## src/rtl/noc_input_port.sv

```systemverilog
// NoC router input stage: flit FIFO plus XY route computation on head flits.
// Holds the route for a whole packet and forwards flits to the demux on grant.
module noc_input_port #(
  parameter int unsigned DEPTH   = 4,
  parameter logic [2:0]  X_COORD = 3'd0,
  parameter logic [2:0]  Y_COORD = 3'd0
) (
  input  logic        clk_i,
  input  logic        rst_ni,
  input  logic [15:0] data_i,
  input  logic        valid_i,
  output logic        ready_o,
  output logic [15:0] data_o,
  output logic [2:0]  sel_o,
  output logic        enable_o,
  output logic [4:0]  req_o,
  input  logic        grant_i,
  output logic        err_o
);

  localparam int unsigned AW = $clog2(DEPTH);
  localparam logic [AW:0] FULL_COUNT = DEPTH[AW:0];

  localparam logic [2:0] SEL_N = 3'd0;
  localparam logic [2:0] SEL_S = 3'd1;
  localparam logic [2:0] SEL_W = 3'd2;
  localparam logic [2:0] SEL_E = 3'd3;
  localparam logic [2:0] SEL_L = 3'd4;

  typedef enum logic {IDLE, ACTIVE} state_t;

  logic [15:0]   mem [DEPTH];
  logic [AW-1:0] rd_ptr_reg, wr_ptr_reg;
  logic [AW:0]   count_reg;
  state_t        state_reg;
  logic [2:0]    sel_reg;
  logic          err_reg;

  logic          empty, push, pop, drop, req_active;
  logic [1:0]    head_type;
  logic [2:0]    dst_x, dst_y;
  logic [2:0]    route_sel;

  assign empty     = (count_reg == '0);
  assign ready_o   = rst_ni & (count_reg != FULL_COUNT);
  assign push      = valid_i & ready_o;
  assign data_o    = mem[rd_ptr_reg];
  assign head_type = data_o[15:14];
  assign dst_x     = data_o[13:11];
  assign dst_y     = data_o[10:8];

  // A body or tail flit seen while no packet is open is malformed and discarded.
  assign drop       = (state_reg == IDLE) & ~empty & ~head_type[1];
  assign req_active = (state_reg == ACTIVE) & ~empty;
  assign enable_o   = req_active & grant_i;
  assign pop        = drop | enable_o;

  always_comb begin
    route_sel = SEL_L;
    if (dst_x > X_COORD)      route_sel = SEL_E;
    else if (dst_x < X_COORD) route_sel = SEL_W;
    else if (dst_y > Y_COORD) route_sel = SEL_N;
    else if (dst_y < Y_COORD) route_sel = SEL_S;
  end

  generate
    for (genvar gi = 0; gi < 5; gi++) begin : g_req
      assign req_o[gi] = req_active & (sel_reg == gi[2:0]);
    end
  endgenerate

  always_ff @(posedge clk_i) begin
    if (push) mem[wr_ptr_reg] <= data_i;
  end

  always_ff @(posedge clk_i or negedge rst_ni) begin
    if (!rst_ni) begin
      rd_ptr_reg <= '0;
      wr_ptr_reg <= '0;
      count_reg  <= '0;
    end else begin
      if (push) wr_ptr_reg <= wr_ptr_reg + 1'b1;
      if (pop)  rd_ptr_reg <= rd_ptr_reg + 1'b1;
      if (push && !pop)      count_reg <= count_reg + 1'b1;
      else if (pop && !push) count_reg <= count_reg - 1'b1;
    end
  end

  always_ff @(posedge clk_i or negedge rst_ni) begin
    if (!rst_ni) begin
      state_reg <= IDLE;
      sel_reg   <= SEL_N;
      err_reg   <= 1'b0;
    end else begin
      err_reg <= drop;
      case (state_reg)
        IDLE: begin
          if (!empty && head_type[1]) begin
            sel_reg   <= route_sel;
            state_reg <= ACTIVE;
          end
        end
        ACTIVE: begin
          // Tail and single flits close the packet; a stray head is just payload.
          if (enable_o && head_type[0]) state_reg <= IDLE;
        end
        default: state_reg <= IDLE;
      endcase
    end
  end

  assign sel_o = sel_reg;
  assign err_o = err_reg;

endmodule

```

## config.mk

```make
export PLATFORM = sky130hd
export DESIGN_NAME = noc_input_port
export DESIGN_NICKNAME = d
export VERILOG_FILES = /design/src/rtl/noc_input_port.sv
export SDC_FILE = /design/constraint.sdc
export NUM_CORES = 1
export LEC_CHECK = 0
export BUFFER_PORTS_ARGS = -buffer_cell sky130_fd_sc_hd__buf_2
export CAP_MARGIN = 20
export CORE_MARGIN = 2
export CORE_UTILIZATION = 30
export CTS_CLUSTER_SIZE = 20
export DETAILED_ROUTE_END_ITERATION = 16
export PLACE_DENSITY = 0.51
export SLEW_MARGIN = 20
export SYNTH_ARGS = -nofsm -noshare
export SYNTH_HDL_FRONTEND = slang
export SYNTH_SLANG_ARGS = --single-unit
export TNS_END_PERCENT = 30
```

## constraint.sdc

```tcl
create_clock -name clk_i -period 4.1 [get_ports clk_i]
set_input_delay 0.82 -clock clk_i [delete_from_list [all_inputs] [get_ports clk_i]]
set_output_delay 0.82 -clock clk_i [all_outputs]
set_load 0.01 [all_outputs]
```

Word level (Yosys, flattened, before mapping) --
Memory sizes are Yosys's and may differ from the RTL's. Index checks and enable logic that the tools add are counted.
Operators by class: muxes and demuxes 11, reduce and logical (&&, ||, !) cells 11, magnitude comparators 4, bitwise gates (word level) 15, equality and inequality tests 5, $add $sub $neg 4
Operators by type and width (count):
- 3-bit 2-to-1 mux | 6
- 1-bit AND | 11
- 3-bit by 2-bit == test with 1-bit output (second input constant) | 2
- 3-bit by 1-bit > comparator with 1-bit output (second input constant) | 2
- 3-bit logical NOT | 2
- 3-bit by 1-bit < comparator with 1-bit output (second input constant) | 2
- 2-bit by 1-bit adder with 2-bit output (second input constant) | 2
- 1-bit logical AND | 4
- 1-bit 2-to-1 mux | 4
- 3-bit by 1-bit adder with 3-bit output (second input constant) | 1
- 3-bit by 1-bit == test with 1-bit output (second input constant) | 1
- 3-bit == test (second input constant) | 1
- 1-bit logical NOT | 3
- 3-bit != test (second input constant) | 1
- 1-bit NOT | 3
- 3-bit by 1-bit subtractor with 3-bit output (second input constant) | 1
- 1-bit case mux with 2 select lines | 1
- 2-bit AND reduction | 1
- 2-bit nonzero test | 1
- 1-bit OR | 1
Word-level totals: bits in writable memories 64, bits of input ports 20, register bits 12, output and inout port bits 27, memories kept 1, logic and storage cells 57
Memory list:
- mem | words 4, bits a word 16, read ports 1, clocked after Yosys merged registers in 0, wr ports 1, RTL line 32 | logic [15:0] mem [DEPTH];

Logic depth before layout (Yosys ltp) --
Gate-level depths: netlist (run 1).
word-level depth 8, mapped depth 10, mapped depth without buffers 9

Worst setup path after synthesis (run 1) --
No wires, ideal clock.
path type flip-flop to flip-flop, from reg rd_ptr_reg[0], to reg count_reg[1], data arrival time 2375 ps, setup time 125 ps, buffers on the path 1, data required time 3975 ps, cell stages (with the launch flop) 9, clock period less this slack 2499 ps, path slack 1601 ps, cell sequence dfrtp_1 buf_6 mux4_2 o31ai_1 inv_1 ha_1 inv_1 fa_1 mux2_2
Between the ends: word-level cells in the longest chain between the ends 7, elaborated cells between the ends (all ways) 9, classes of those cells 1 x mux; 3 x bitwise; 4 x reduce/logical; 1 x memory
RTL lines:
- start: declaration | RTL line 33 | logic [AW-1:0] rd_ptr_reg, wr_ptr_reg;
- start signal: assignment | RTL line 83 | if (pop) rd_ptr_reg <= rd_ptr_reg + 1'b1;
- memory read 4 x 16 bit (*)
- named net data_o[15] | RTL line 13 | output logic [15:0] data_o,
- 1-bit NOT (*) | RTL line 53 | assign drop = (state_reg == IDLE) & ~empty & ~head_type[1];
- 1-bit AND (*) | RTL line 53
- 1-bit OR (*) | RTL line 56 | assign pop = drop | enable_o;
- 1-bit logical NOT | RTL line 84 | if (push && !pop) count_reg <= count_reg + 1'b1;
- 1-bit logical AND | RTL line 84
- 3-bit 2-to-1 mux / 2-bit nonzero test (equally long branches)
- end signal: assignment | RTL line 84
- end signal: assignment | RTL line 85 | else if (pop && !push) count_reg <= count_reg - 1'b1;
- end: declaration | RTL line 34 | logic [AW:0] count_reg;
Mark *: on every way through the listed nets, which the timed path passes. The rest lies on a longest branch. A chain may end at the register's enable or synchronous reset.

Worst setup path in the final report (run 1) --
from reg rd_ptr_reg[1], to reg count_reg[1]
Between the ends: word-level cells in the longest chain between the ends 7, elaborated cells between the ends (all ways) 9, classes of those cells 1 x mux; 3 x bitwise; 4 x reduce/logical; 1 x memory
RTL lines (RTL line):
- memory read 4 x 16 bit (*)
- 1-bit NOT (*) | 53
- 1-bit AND (*) | 53
- 1-bit OR (*) | 56
- 1-bit logical NOT | 84
- 1-bit logical AND | 84
- 3-bit 2-to-1 mux / 2-bit nonzero test (equally long branches)
Mark *: on every way between the ends. The rest lies on a longest branch, timed or not.

==> impl_metrics.ini, run 1 <==
[outcome]
status = completed

[cts]
cts.sinks = 75
post_cts_buffers = 0
numCtsBuffers = 9
cts_buffer_depth = 2
clk_latency_ns = 0.35
cts_max_level = 3
clock_tree.root_cell = clkbuf_8
cts_resized = 0
postCtsHoldBufs = 0
cts_tree = built
path_clk_slew_ns = 0.08

[die]
io_pins = 47
die_w_um = 104
core-area_mm2 = 0.00977
rows = 36
fp.dieH_um = 104
dieArea_mm2 = 0.0108
start_util_pct = 30.8

[timing]
maxSlewHeadroom_pct = 40.5
hold_violations = 0
worst_slew_pin_slew_ns = 0.893
slew_violations = 0
fin_skew_ns = 0.00799
setup_violations = 0
period_minus_slack_ns = 2.89
rsz0062_at_grt = no
max_clock_freq_ghz = 0.346
setup_tns_ns = 0
min_period_over_period_pct = 70.5

[cells_and_area]
fin_cells = 339
antenna_cells = 0
nets = 227
fillers = 934
final_common_cell = edfxtp_1
largest_reg_flops = 64
syn_to_final_growth_pct = 18.1
mostFrequentLayoutCells = edfxtp_1, buf_2, dfrtp_1
drive_gt1_share_pct = 35.0

[routing]
avgViaCountPerCell = 4.39
num_vias = 1487
drc = 0
wire_per_inst_um = 15.6
drt-initial-drc-count = 44
ant_nets = 0
wl_mm = 5.28
firstDrtPassIters = 4

[power_and_ir_drop]
power_frac_clock_pct = 23.9
pwr-share-seq_pct = 45.0
combPwrFrac_pct = 31.1
p_int_uw = 1590
p_per_area_mw_per_mm2 = 660
power_switching_uw = 751
swShare_pct = 32.0
ir_drop_uv = 183
p_leak_uw = 0.00129

[worst_setup_path]
cpPeakStageDelay_ns = 0.86
worstSetupPathType = reg2reg
cp_common_cell = inv_1
end_kind = flip-flop
cp-start-kind = flip-flop
path_cells = mux4_2, o31ai_1, inv_1, ha_1, inv_1, fa_1, mux2_2
cp.required_ns = 4.33
ff2ff_setup_slack_ns = 1.21
cp.arrival_ns = 3.12
cp_slowest_cell = dfrtp_1
critPathMaxFanout = 19

[synth]
synth-async-reset-ratio_pct = 14.7
synth_top_area_share_pct = 63.9
synth_area_leaders = edfxtp_1, dfrtp_1, mux4_2
yosysUniqueCellTypes = 33
avgSynthCellArea_um2 = 19.9
synth_area_mm2 = 0.00301
ys_ff_latch = 75
synth_edf_count = 64
synthFlopType = edfxtp_1
yosysWarnings = 0
yosysTopAreaCell = edfxtp_1
yosysSeqAreaShare_pct = 73.0
synth_cells = 151

[place]
numPortBuffers = 44
placedCellCount = 323
place_hpwl_mm = 3.31
gp_congestion = 0.687

[grt]
track_usage_pct = 10.5
grt_pass1_vias = 1594
grt-ovfl-total = 0
grt_max_degree = 20
grt_pass1_wl_mm = 8.56
antenna_found_initial = 0

[flow_run]
maxCapViolations = 0

[worst_hold_path]
hold_path_class = in2async
[final timing paths]
kind / cells after the start / start / end
worst max-delay path: 7 / rd_ptr_reg[1] / count_reg[1]
worst min-delay path: 1 / rst_ni / rd_ptr_reg[1]
worst max register to register: 7 / rd_ptr_reg[1] / count_reg[1]
worst min register to register: 1 / state_reg / err_o
max in group asynchronous: 1 / rst_ni / rd_ptr_reg[0]
min in group clk_i: 1 / state_reg / err_o
[power groups by stage]
stage	sequential [uW]	clock, uW	combinational [uW]
CTS	1060	574	750
global placement	1070	0	746
finish	1050	560	728
floorplan	1030	0	545
detailed placement	1080	0	748
global route	1070	606	819
[cells in the mapped netlist, types with 2 or more instances]
master    count
mux2_2        2
edfxtp_1     64
dfrtp_1      11
nor3_1        6
inv_1         8
and2_1        4
a21oi_1       2
o311a_1       2
mux4_1        7
buf_4         3
ha_1          5
mux4_2        9
xor2_1        2
a31oi_1       2
clkbuf_1      2
xnor2_1       3
nand2b_1      2
or3_1         2
[stage by stage]
step                setup WS (ns)  power, uW  util (%)  hold WS [ns]  area [um2]
floorplan                    1.60       1570         -         0.514        3010
finish                       1.21       2340      36.4         0.346        3550
global placement             1.23       1820      34.4         0.578        3360
detailed placement           1.11       1830      34.4         0.578        3360
global route                 1.01       2500      36.4         0.350        3550
CTS                          1.12       2380      36.4         0.338        3550
[layer usage]
layer  vias to the layer above  part of all wire, %  routed length (um)  track usage [%]
met5                         -                    0                   0                0
met4                         0                  1.3                  68             3.19
met3                         8                  4.4                 232             4.01
met2                        40                   49                2570             17.4
met1                       743                   46                2410             12.8
li1                        696                    -                   -                -
[worst max-delay path: cells and delay by family (launching register included)]
family,cells,cell delay (ns)
AO/OA/AOI/OAI,1,0.39
adder cells (fa/ha/maj),2,0.61
buffers and inverters,2,0.15
flip-flops,1,0.86
multiplexers,2,0.77
[logic make-up after synthesis]
family,Yosys count,synth area share [%]
AOI/OAI and AO/OA,11,2.70
DFF,75,73.0
and+or+nand+nor,20,3.79
adders and majority gates,6,2.75
xor gates and xnor gates,5,1.46
other,1,0.125
muxes,18,13.6
buffers and inverters,15,2.54
[cell type report]
cell class	instances	area (um2)	share of cell area, %
clock buffer	11	131	3.70
clock inverter	5	62.6	1.76
inverter	8	30.0	0.845
multi-input combinational	62	738	20.8
sequential	75	2200	61.8
tap	133	166	4.68
timing repair buffer	45	228	6.41
Note: power is estimated with default switching activity, not from simulation.
==> run 2: changes to the inputs <==
- PLACE_DENSITY: 0.51 -> 0.52
- clock period: 4.1 -> 2.4 ns (I/O delays scaled with it)
==> run 2 against run 1 <==
Effect of this change:
- die area unchanged
- worst hold slack worse by 0.27 ns
- clock-buffer cell count down 1
- total power up 83%
- clock power up 100%
- sequential cell count unchanged
- global-route usage up 0.38 points
- routed wire length up 0.93%
- combinational power up 94%
- sequential power up 66%
- largest power group unchanged
==> impl_metrics.ini, run 2 (synthesis gave the netlist of run 1 again) <==
[routing]
num_vias = 1532
drc = 0
wire_per_inst_um = 15.4
firstDrtPassIters = 4
avgViaCountPerCell = 4.44
wl_mm = 5.33
drt-initial-drc-count = 86
ant_nets = 0

[cts]
cts_resized = 0
post_cts_buffers = 0
path_clk_slew_ns = 0.07
cts_max_level = 3
numCtsBuffers = 9
clk_latency_ns = 0.34
cts_tree = built
cts_buffer_depth = 2
clock_tree.root_cell = clkbuf_8
postCtsHoldBufs = 0
cts.sinks = 75

[power_and_ir_drop]
ir_drop_uv = 410
swShare_pct = 30.2
power_switching_uw = 1300
power_frac_clock_pct = 26.6
p_per_area_mw_per_mm2 = 1170
pwr-share-seq_pct = 40.6
p_int_uw = 2990
p_leak_uw = 0.00135
finalPower_uw = 4290
combPwrFrac_pct = 32.8

[die]
start_util_pct = 30.8
core-area_mm2 = 0.00977
fp.dieH_um = 104
rows = 36
die_w_um = 104
io_pins = 47
dieArea_mm2 = 0.0108

[grt]
track_usage_pct = 10.9
grt-ovfl-total = 0
antenna_found_initial = 0
grt_pass1_wl_mm = 8.84
grt_pass1_vias = 1643
grt_max_degree = 19

[worst_setup_path]
cp.arrival_ns = 1.79
path_cells = buf_6, mux4_1, buf_2
cpPeakStageDelay_ns = 0.63
critPathMaxFanout = 18
cp.required_ns = 1.92
cp_slowest_cell = mux4_1
worstSetupPathType = reg2out
cp-start-kind = flip-flop
end_kind = output port

[flow_run]
maxCapViolations = 0

[cells_and_area]
multiInputGateArea_um2 = 757
nets = 233
drive_gt1_share_pct = 38.2
final_common_cell = edfxtp_1
final_area_mm2 = 0.00367
antenna_cells = 0
largest_reg_flops = 64
mostFrequentLayoutCells = edfxtp_1, buf_2, dfrtp_1
fillers = 918
syn_to_final_growth_pct = 22.0
regArea_mm2 = 0.00220

[outcome]
status = completed

[place]
gp_congestion = 0.707
place_hpwl_mm = 3.46
placed_area_mm2 = 0.00342
numPortBuffers = 44
dp_slack_ns = 0.131

[worst_hold_path]
hold_path_class = in2async

[timing]
hold_violations = 0
period_minus_slack_ns = 2.27
worst_slew_pin_slew_ns = 0.952
rsz0062_at_grt = no
max_clock_freq_ghz = 0.441
setup_violations = 0
fin_skew_ns = 0.00373
hold_slack_ns = 0.0719
setup_slack_ns = 0.133
min_period_over_period_pct = 94.5
slew_violations = 0
maxSlewHeadroom_pct = 36.5
==> run 2: cell count changes in the layout (fill, tap and decap cells not counted), sizes merged <==
cell	change
inv	-1
clkbuf	-1
buf	+6
bufinv	+2
==> run 2: layout make-up <==
cell class | count | share of cell area [%]
clock inverter | 6 | 3.10
multi-input combinational | 62 | 20.6
tap | 133 | 4.54
timing repair buffer | 51 | 7.54
sequential | 75 | 59.9
inverter | 8 | 0.819
clock buffer | 10 | 3.48
==> run 2: final timing paths <==
path / start / end / slack [ns] / cells after the start
min in group clk_i: data_i[1] / mem[0][1] / 0.35 / 1
max reg2reg: rd_ptr_reg[0] / count_reg[1] / 0.16 / 7
min: rst_ni / sel_o[2] / 0.07 / 2
min reg2reg: wr_ptr_reg[1] / wr_ptr_reg[1] / 0.58 / 1
max: rd_ptr_reg[0] / data_o[11] / 0.13 / 3
max in group asynchronous: rst_ni / count_reg[0] / 2.17 / 2
==> run 2: power by group through the flow <==
stage	sequential, uW	combinational (uW)	clock (uW)
after floorplan	1760	955	0
after global routing	1770	1570	1230
after detailed placement	1770	1440	0
after CTS	1740	1440	1170
final	1740	1410	1140
after global placement	1760	1440	0
==> run 2: per-layer routing <==
layer,track usage [%],part of all wire (%),up-vias
met1,14.0,46,768
met5,0,0,-
met4,3.19,0.66,0
met3,4.89,5.5,5
li1,-,-,715
met2,16.8,48,44
==> run 2: through the flow <==
step                      instances  TNS, ns  util [%]
after floorplan                 152  -0.0218         -
after global placement          329        0      35.0
after detailed placement        329        0      35.0
after CTS                       345        0      37.4
after global routing            345        0      37.5
final                           345        0      37.5
==> run 2: critical path: cells and delay by family, from the launching register on <==
| family | cells | cell delay [ns] |
|---|---|---|
| DFF | 1 | 0.38 |
| muxes | 1 | 0.63 |
| buffers and inverters | 2 | 0.43 |
